==> src/rtl/muldiv_ctrl_if.sv <==
// Operand/result bundle between the execute stage and the multiply/divide
// sequencer. The execute stage drives the request side and the sequencer
// returns status and the HI/LO results.
interface muldiv_ctrl_if #(
  parameter int WIDTH = 32
);
  logic             start;
  logic [1:0]       OP;
  logic [WIDTH-1:0] In1;
  logic [WIDTH-1:0] In2;
  logic             busy;
  logic             done;
  logic [WIDTH-1:0] hi;
  logic [WIDTH-1:0] lo;
  logic             div_by_zero;

  modport master (
    output start, OP, In1, In2,
    input  busy, done, hi, lo, div_by_zero
  );

  modport slave (
    input  start, OP, In1, In2,
    output busy, done, hi, lo, div_by_zero
  );
endinterface

==> src/rtl/muldiv_ctrl.sv <==
// Iterative multiply/divide sequencer for mult, multu, div and divu.
// Operands are reduced to magnitudes at accept, processed one bit per clock
// (shift-add for multiply, restoring shift-subtract for divide) and
// sign-corrected in a final FIX cycle that writes the HI/LO registers.
module muldiv_ctrl #(
  parameter int WIDTH = 32
) (
  input logic          clock,
  input logic          reset_n,
  muldiv_ctrl_if.slave bus
);

  localparam int CNT_W = (WIDTH > 1) ? $clog2(WIDTH) : 1;
  localparam logic [CNT_W-1:0] LAST_STEP = CNT_W'(WIDTH - 1);

  typedef enum logic [1:0] {
    S_IDLE,
    S_RUN,
    S_FIX
  } state_e;

  // Sequencer state.
  state_e           state_q, state_d;
  logic [CNT_W-1:0] cnt_q, cnt_d;
  logic             is_div_q, is_div_d;
  logic             neg_a_q, neg_a_d;
  logic             neg_b_q, neg_b_d;

  // Datapath: acc holds {hi,lo} of the product, or {rem,quo} when dividing.
  // opnd holds the multiplicand magnitude or the divisor magnitude.
  logic [2*WIDTH-1:0] acc_q, acc_d;
  logic [WIDTH-1:0]   opnd_q, opnd_d;
  logic [WIDTH-1:0]   raw_a_q, raw_a_d;

  // Architectural outputs.
  logic             busy_q, busy_d;
  logic             done_q, done_d;
  logic [WIDTH-1:0] hi_q, hi_d;
  logic [WIDTH-1:0] lo_q, lo_d;
  logic             dbz_q, dbz_d;

  // Operand magnitudes presented at accept time.
  logic             in_neg_a, in_neg_b;
  logic [WIDTH-1:0] in_mag_a, in_mag_b;

  // One iteration of each algorithm.
  logic [WIDTH:0]     mul_sum;
  logic [2*WIDTH-1:0] mul_next;
  logic [WIDTH+1:0]   div_trial;
  logic [2*WIDTH-1:0] div_next;

  // Sign-corrected results for the FIX cycle.
  logic [2*WIDTH-1:0] prod_fix;
  logic [WIDTH-1:0]   quo_fix, rem_fix;

  // Magnitude reduction of the incoming operands; unsigned ops pass through.
  always_comb begin
    in_neg_a = ~bus.OP[0] & bus.In1[WIDTH-1];
    in_neg_b = ~bus.OP[0] & bus.In2[WIDTH-1];
    in_mag_a = in_neg_a ? (~bus.In1 + 1'b1) : bus.In1;
    in_mag_b = in_neg_b ? (~bus.In2 + 1'b1) : bus.In2;
  end

  // Single shift-add and restoring shift-subtract steps over acc.
  always_comb begin
    mul_sum  = {1'b0, acc_q[2*WIDTH-1:WIDTH]} + {1'b0, opnd_q};
    mul_next = acc_q[0] ? {mul_sum, acc_q[WIDTH-1:1]}
                        : {1'b0, acc_q[2*WIDTH-1:1]};
    // Shifted remainder needs WIDTH+1 bits; one more bit carries the borrow.
    div_trial = {1'b0, acc_q[2*WIDTH-1:WIDTH-1]} - {2'b00, opnd_q};
    div_next  = div_trial[WIDTH+1] ? {acc_q[2*WIDTH-2:0], 1'b0}
                                   : {div_trial[WIDTH-1:0], acc_q[WIDTH-2:0], 1'b1};
  end

  // Sign correction applied when the iterations are finished.
  always_comb begin
    prod_fix = (neg_a_q ^ neg_b_q) ? (~acc_q + 1'b1) : acc_q;
    quo_fix  = (neg_a_q ^ neg_b_q) ? (~acc_q[WIDTH-1:0] + 1'b1) : acc_q[WIDTH-1:0];
    rem_fix  = neg_a_q ? (~acc_q[2*WIDTH-1:WIDTH] + 1'b1) : acc_q[2*WIDTH-1:WIDTH];
  end

  // Next-state and datapath control for IDLE -> RUN -> FIX -> IDLE.
  always_comb begin
    // NOTE: every _d gets a hold value first so no path through the case
    // leaves a variable unassigned, which would otherwise infer a latch.
    state_d  = state_q;
    cnt_d    = cnt_q;
    is_div_d = is_div_q;
    neg_a_d  = neg_a_q;
    neg_b_d  = neg_b_q;
    acc_d    = acc_q;
    opnd_d   = opnd_q;
    raw_a_d  = raw_a_q;
    busy_d   = busy_q;
    done_d   = 1'b0;
    hi_d     = hi_q;
    lo_d     = lo_q;
    dbz_d    = dbz_q;

    case (state_q)
      S_IDLE: begin
        if (bus.start) begin
          state_d  = S_RUN;
          cnt_d    = '0;
          is_div_d = bus.OP[1];
          neg_a_d  = in_neg_a;
          neg_b_d  = in_neg_b;
          // Multiply shifts the multiplier out of the low half; divide
          // shifts the dividend out of the low half into the remainder.
          acc_d    = bus.OP[1] ? {{WIDTH{1'b0}}, in_mag_a} : {{WIDTH{1'b0}}, in_mag_b};
          opnd_d   = bus.OP[1] ? in_mag_b : in_mag_a;
          raw_a_d  = bus.In1;
          busy_d   = 1'b1;
          dbz_d    = 1'b0;
        end
      end

      S_RUN: begin
        acc_d = is_div_q ? div_next : mul_next;
        cnt_d = cnt_q + 1'b1;
        if (cnt_q == LAST_STEP) begin
          state_d = S_FIX;
        end
      end

      S_FIX: begin
        state_d = S_IDLE;
        busy_d  = 1'b0;
        done_d  = 1'b1;
        if (!is_div_q) begin
          hi_d = prod_fix[2*WIDTH-1:WIDTH];
          lo_d = prod_fix[WIDTH-1:0];
        end else if (opnd_q == '0) begin
          // Division by zero returns the dividend untouched and all-ones.
          hi_d  = raw_a_q;
          lo_d  = '1;
          dbz_d = 1'b1;
        end else begin
          // -2^(WIDTH-1) / -1 wraps naturally to 0x80.. with zero remainder.
          hi_d = rem_fix;
          lo_d = quo_fix;
        end
      end

      default: begin
        state_d = S_IDLE;
        busy_d  = 1'b0;
      end
    endcase
  end

  // State and datapath registers; reset aborts any operation in flight.
  always_ff @(posedge clock or negedge reset_n) begin
    if (!reset_n) begin
      state_q  <= S_IDLE;
      cnt_q    <= '0;
      is_div_q <= 1'b0;
      neg_a_q  <= 1'b0;
      neg_b_q  <= 1'b0;
      // NOTE: datapath registers are reset too, so no X ever reaches hi/lo
      // even though the next accept overwrites them anyway.
      acc_q    <= '0;
      opnd_q   <= '0;
      raw_a_q  <= '0;
      busy_q   <= 1'b0;
      done_q   <= 1'b0;
      hi_q     <= '0;
      lo_q     <= '0;
      dbz_q    <= 1'b0;
    end else begin
      // NOTE: non-blocking assignments so every register samples the
      // pre-edge values computed by the combinational block.
      state_q  <= state_d;
      cnt_q    <= cnt_d;
      is_div_q <= is_div_d;
      neg_a_q  <= neg_a_d;
      neg_b_q  <= neg_b_d;
      acc_q    <= acc_d;
      opnd_q   <= opnd_d;
      raw_a_q  <= raw_a_d;
      busy_q   <= busy_d;
      done_q   <= done_d;
      hi_q     <= hi_d;
      lo_q     <= lo_d;
      dbz_q    <= dbz_d;
    end
  end

  assign bus.busy        = busy_q;
  assign bus.done        = done_q;
  assign bus.hi          = hi_q;
  assign bus.lo          = lo_q;
  assign bus.div_by_zero = dbz_q;

endmodule

==> src/flat_wrapper.sv <==
// flat-port wrapper written by rule: the top's interface ports become plain ports
module muldiv_ctrl_flat 
#(
  parameter int WIDTH = 32
)
  (clock, reset_n, bus_start, bus_OP, bus_In1, bus_In2, bus_busy, bus_done, bus_hi, bus_lo, bus_div_by_zero);
  muldiv_ctrl_if #(.WIDTH(WIDTH)) bus_i ();
  input logic clock;
  input logic reset_n;
  input wire logic [$bits(bus_i.start)-1:0] bus_start;
  input wire logic [$bits(bus_i.OP)-1:0] bus_OP;
  input wire logic [$bits(bus_i.In1)-1:0] bus_In1;
  input wire logic [$bits(bus_i.In2)-1:0] bus_In2;
  output wire logic [$bits(bus_i.busy)-1:0] bus_busy;
  output wire logic [$bits(bus_i.done)-1:0] bus_done;
  output wire logic [$bits(bus_i.hi)-1:0] bus_hi;
  output wire logic [$bits(bus_i.lo)-1:0] bus_lo;
  output wire logic [$bits(bus_i.div_by_zero)-1:0] bus_div_by_zero;
  assign bus_i.start = bus_start;
  assign bus_i.OP = bus_OP;
  assign bus_i.In1 = bus_In1;
  assign bus_i.In2 = bus_In2;
  assign bus_busy = bus_i.busy;
  assign bus_done = bus_i.done;
  assign bus_hi = bus_i.hi;
  assign bus_lo = bus_i.lo;
  assign bus_div_by_zero = bus_i.div_by_zero;
  muldiv_ctrl #(.WIDTH(WIDTH)) u_core (.clock(clock), .reset_n(reset_n), .bus(bus_i));
endmodule
==> config.mk <==
export PLATFORM = sky130hd
export DESIGN_NAME = muldiv_ctrl_flat
export DESIGN_NICKNAME = d
export VERILOG_FILES = /design/src/rtl/muldiv_ctrl_if.sv /design/src/rtl/muldiv_ctrl.sv /design/src/flat_wrapper.sv
export SDC_FILE = /design/constraint.sdc
export NUM_CORES = 1
export LEC_CHECK = 0
export ABC_CLOCK_PERIOD_IN_PS = 3800
export BUFFER_PORTS_ARGS = -buffer_cell sky130_fd_sc_hd__buf_2
export CAP_MARGIN = 15
export CORE_ASPECT_RATIO = 1.25
export CORE_MARGIN = 2
export CORE_UTILIZATION = 55
export CTS_CLUSTER_SIZE = 12
export DETAILED_ROUTE_END_ITERATION = 12
export MAX_ROUTING_LAYER = met4
export PLACE_DENSITY_LB_ADDON = 0.05
export SLEW_MARGIN = 10
export SYNTH_ARGS = -nofsm -noshare
export SYNTH_HDL_FRONTEND = slang
export SYNTH_SLANG_ARGS = --single-unit
==> constraint.sdc <==
create_clock -name clock -period 3.8 [get_ports clock]
set_clock_uncertainty 0.1 [all_clocks]
set_input_delay 0.95 -clock clock [delete_from_list [all_inputs] [get_ports clock]]
set_output_delay 0.95 -clock clock [all_outputs]
set_load 0.02 [all_outputs]
# Word-level counts from Yosys, hierarchy flattened

Cells that the tools add are included.
Widths: inputs -> output; s select.

Add/subtract/negate cells: 8
Equality and inequality tests: 7
Muxes and demuxes: 28
Bitwise operators: 10
Reductions and logical operators: 9

Operators by type and width:

| kind                  | count |
|---|---|
| $mux 32               | 10 |
| $mux 64               | 5 |
| $add 32x1->32 const B | 4 |
| $not 32->32           | 4 |
| $pmux 64 s2           | 1 |
| $add 64x1->64 const B | 1 |
| $not 64->64           | 1 |
| $sub 33x32->34        | 1 |
| $add 32x32->33        | 1 |
| $logic_not 32->1      | 1 |
| $pmux 5 s2            | 1 |
| $reduce_and 2->1      | 4 |
| $ne 2x1->1 const B    | 3 |
| $add 5x1->5 const B   | 1 |
| $eq 5x5->1 const B    | 1 |
| $mux 1                | 5 |
| $mux 5                | 1 |
| $mux 2                | 2 |
| $pmux 1 s2            | 2 |
| $pmux 2 s2            | 1 |
| $reduce_and 4->1      | 1 |
| $reduce_bool 2->1     | 2 |
| $and 1x1->1           | 2 |
| $eq 2x1->1 const B    | 1 |
| other kinds (5)       | 6 |

Register bits: 205
Input bits: 69
Output and inout bits: 67
Logic and storage cells: 75

# Longest topological paths before layout

Depth in word-level cells: 6
Gate-level depth with buffers: 14

# Worst setup path after synthesis

OpenSTA, ideal clock, no wires.

Path type: input to register
From: in bus_In2[6]
To: reg u_core.opnd_q[15]
Arrival: 3.088 ns
Data required time: 3.573 ns
Slack: 0.485 ns
Cell stages on the path: 9
Path through: or4_1 or4_1 clkbuf_1 or3_1 o31ai_1 xor2_1 nand2_1 o211ai_1 o21ai_1

Cells in the longest elaborated chain, start to end: 4

RTL lines:

| item                 | line               | text |
|---|---|---|
| start, declared      | flat_wrapper.sv:13 | `input wire logic [$bits(bus_i.In2)-1:0] bus_In2;` |
| $not 32->32          | muldiv_ctrl.sv:61  | `in_mag_b = in_neg_b ? (~bus.In2 + 1'b1) : bus.In2;` |
| $add 32x1->32        | muldiv_ctrl.sv:61  |  |
| $mux 32              | muldiv_ctrl.sv:61  |  |
| $mux 32              | muldiv_ctrl.sv:111 | `opnd_d = bus.OP[1] ? in_mag_b : in_mag_a;` |
| end signal, assigned | muldiv_ctrl.sv:179 | `opnd_q <= opnd_d;` |
| end, declared        | muldiv_ctrl.sv:32  | `logic [WIDTH-1:0] opnd_q, opnd_d;` |

Every way passes these cells.
A chain may end at the register's enable or synchronous reset.

# Final worst setup path

From: reg u_core.opnd_q[1]
To: reg u_core.acc_q[36]

Cells in the longest elaborated chain, start to end: 4
Elaborated cells on any way between the ends: 6
Those cells by class: 2 x add/sub; 4 x mux

RTL lines:

| item                                             | line                                 | text |
|---|---|---|
| $sub 33x32->34 or $add 32x32->33 (tied branches) | muldiv_ctrl.sv:70, muldiv_ctrl.sv:66 |  |
| $mux 64, on equally long branches                | muldiv_ctrl.sv:71, muldiv_ctrl.sv:67 |  |
| $mux 64 (*)                                      | muldiv_ctrl.sv:119                   | `acc_d = is_div_q ? div_next : mul_next;` |
| $pmux 64 s2 (*)                                  | muldiv_ctrl.sv:100                   | `case (state_q)` |
| end signal, assigned                             | muldiv_ctrl.sv:162                   | `acc_q <= '0;` |
| end signal, assigned                             | muldiv_ctrl.sv:178                   | `acc_q <= acc_d;` |
| end, declared                                    | muldiv_ctrl.sv:31                    | `logic [2*WIDTH-1:0] acc_q, acc_d;` |

Mark *: on every way between the ends. The rest lies on a longest branch, timed or not.

==> impl_metrics.json <==
{
  "yosysTopAreaCellShare_pct": 30.22,
  "viasPerCell": 6.357,
  "worstSetupStartpointType": "flop",
  "grt_pass1_wl_um": 92770,
  "worstPathMaxFanout": 7,
  "area_growth_pct": 12.23,
  "dr.first_iter.drc_count": 1718,
  "max_clock_freq_mhz": 284.1,
  "cts_inserted_buffers": 24,
  "drc_errors": 0,
  "netlist_area_mm2": 0.01697,
  "fp.dieW_um": 161.1,
  "holdCritPathClass": "in -> async",
  "cts.sinks": 205,
  "die_y_um": 200.4,
  "fin_ws_ns": 0.2802,
  "wl_per_cell_um": 22.78,
  "post-place-cells": 2636,
  "status": "finished clean",
  "reg2reg_from": "u_core.opnd_q[1]",
  "reg2regPathDepth": 13,
  "htree_levels": 1,
  "start_util_pct": 56.19,
  "synth_seq_area_share_pct": 30.22,
  "synthAdderAreaFrac_pct": 5.396,
  "yosysTopAreaCell": "dfrtp_1",
  "place_congestion": 0.9701,
  "rsz0062_at_grt": "false",
  "rows": 71,
  "design_area_mm2": 0.01905,
  "r2r_end": "u_core.acc_q[36]",
  "powerDensity_mw_per_mm2": 1098,
  "synth_warnings": 0,
  "synth_cell_types": 80,
  "root_buffer": "clkbuf_16",
  "tns_ns": 0,
  "antenna_found_initial": 3,
  "path_class": "reg -> reg",
  "finalPower_mw": 20.91,
  "crit_required_ns": 4.12,
  "drt-pass1-iter-count": 5,
  "fin_cells": 2681,
  "muxShareOfSynthArea_pct": 4.143,
  "finalSetupViolations": 0,
  "synth_top_family_by_area": "compound AO/OA/AOI/OAI gates",
  "met3_usage_pct": 4.556,
  "busiest_layer": "met2",
  "yosys.area_share.simple_pct": 18.81,
  "cp-end-kind": "flop",
  "rrSetupSlack_ns": 0.28,
  "synth.avg_cell_area_um2": 7.829,
  "dp_slack_ns": 0.1148,
  "portBuffers": 135,
  "drive_gt1_share_pct": 13.22,
  "grt_max_degree": 85,
  "async_flop_share_pct": 100.0,
  "synth_edf_count": 0,
  "cts_hold_buffers": 0,
  "tightest_slew_ns": 0.9836,
  "cap_violations": 0,
  "relSlewSlack_pct": 34.32,
  "synth_most_common_cell": "nand2_1",
  "worst_hold_slack_ns": 0.3226,
  "syn_inst": 2168,
  "cts_max_path_buffers": 3,
  "cts_tree": "yes",
  "clk_latency_ns": 0.56,
  "coreArea_mm2": 0.03020,
  "fin_nets": 2402,
  "ys_seq_elements": 205,
  "path_clk_slew_ns": 0.06,
  "slew_violations": 0,
  "wirelength_um": 61080,
  "hpwlAfterDp_um": 46380,
  "grtUsageMet1_pct": 49.45,
  "ir_drop_v": 0.0008610,
  "synth_commonest_cells": "289 x nand2_1, 213 x a21oi_1, 212 x o21ai_0",
  "die_area_mm2": 0.03229,
  "io_pins": 136,
  "syn-num-nets": 2309,
  "fin_util_pct": 63.07,
  "finalHoldViolCount": 0,
  "p_leak_nw": 8.331,
  "grt_use_met2_pct": 60.19,
  "via_count": 17040,
  "postPlaceCellArea_mm2": 0.01825,
  "first_global_vias": 15920,
  "synth_ff_type": "dfrtp_1",
  "final_antenna_net_count": 0,
  "period_share_pct": 92.63,
  "synth.top_cells.by_area": "dfrtp_1 30%, nand2_1 6.4%, a21oi_1 6.3%, o21ai_0 6.3%, xnor2_1 5.4%",
  "final.min_clock_period_ns": 3.520,
  "grt_util_all_layers_pct": 38.02,
  "synth_xor_area_share_pct": 10.48,
  "grt.overflow.total": 0,
  "synth-compound-area-share_pct": 25.42,
  "cp_data_arrival_time_ns": 3.84
}
==> registers in the layout, summed over array words and instances (netlist names) <==
name and flops:
u_core.state_q 2, u_core.bus.lo 32, u_core.cnt_q 5, u_core.opnd_q 32, u_core.neg_a_q 1, u_core.neg_b_q 1, u_core.raw_a_q 32, u_core.is_div_q 1
u_core.bus.busy 1, u_core.acc_q 64, u_core.bus.hi 32, u_core.bus.div_by_zero 1, u_core.bus.done 1
==> per-layer routing <==
metal | routed length (um) | part of all wire (%)
met5 | 0 | 0
met4 | 2788 | 4.6
met3 | 4367 | 7.1
met2 | 28540 | 47
met1 | 25380 | 42
==> final cells by class <==
| cell class | count | area [um^2] |
|---|---|---|
| well taps | 401 | 501.7 |
| clock buffers | 35 | 661.9 |
| fillers | 2705 | 11160 |
| diodes | 3 | 7.507 |
| multi-input cells | 1734 | 10950 |
| clock inverters | 7 | 126.4 |
| inverters | 78 | 292.8 |
| repair buffers | 218 | 1373 |
| flip-flops and latches | 205 | 5131 |
==> cells by family after synthesis <==
group           Yosys count
flops                   205
xor+xnor                203
buf+inv                 229
fa+ha+maj                72
mux                      69
simple gates            687
compound gates          703
==> report_power, final <==
group          internal [mW]  switching [mW]  total, mW
clock network           1.41           0.996       2.41
logic                   5.55            8.30       13.9
registers               3.27            1.38       4.65
total                   10.2            10.7       20.9
==> worst max-delay path, cell delays in order, from the launching register on <==
cell and delay [ns]:
dfrtp_1 0.41, inv_1 0.17, ha_1 0.26, nor2b_1 0.15
o2111a_1 0.26, o31ai_1 0.25, buf_4 0.19, a21boi_1 0.12
o211ai_1 0.35, and2_1 0.30, buf_4 0.21, a211oi_1 0.10
a211oi_2 0.37, o21ai_0 0.15
==> worst max-delay path by stage <==
stage,from,end,depth (start not counted)
2_1_floorplan,bus_In2[6],u_core.opnd_q[15],9
5_1_grt,u_core.opnd_q[1],u_core.acc_q[42],13
4_1_cts,u_core.opnd_q[1],u_core.acc_q[36],13
3_5_place_dp,u_core.opnd_q[1],u_core.acc_q[36],13
6_report,u_core.opnd_q[1],u_core.acc_q[36],13
3_3_place_gp,bus_In2[10],u_core.opnd_q[25],10
==> timing repair <==
action | 4_1_cts | 5_1_grt
setup endpoints to repair | 0 | 5
gates resized for setup | 0 | 2
setup buffers | 0 | 0
hold endpoints to repair | 0 | 0
==> placed cells by master (no fill, tap or decap), types with 19 or more instances in the layout <==
cell type	n
inv_1	78
nor4_1	24
o31ai_1	32
nand2_1	288
clkbuf_16	24
dfrtp_1	204
a21oi_1	213
mux2i_1	59
nor3_1	33
nor2_1	186
o211ai_1	26
buf_4	79
nand2b_1	19
xor2_1	98
buf_2	133
a211oi_1	59
o21ai_0	212
ha_1	70
nand3_1	26
xnor2_1	103
a31oi_1	24
Note: power is estimated with default switching activity, not from simulation.
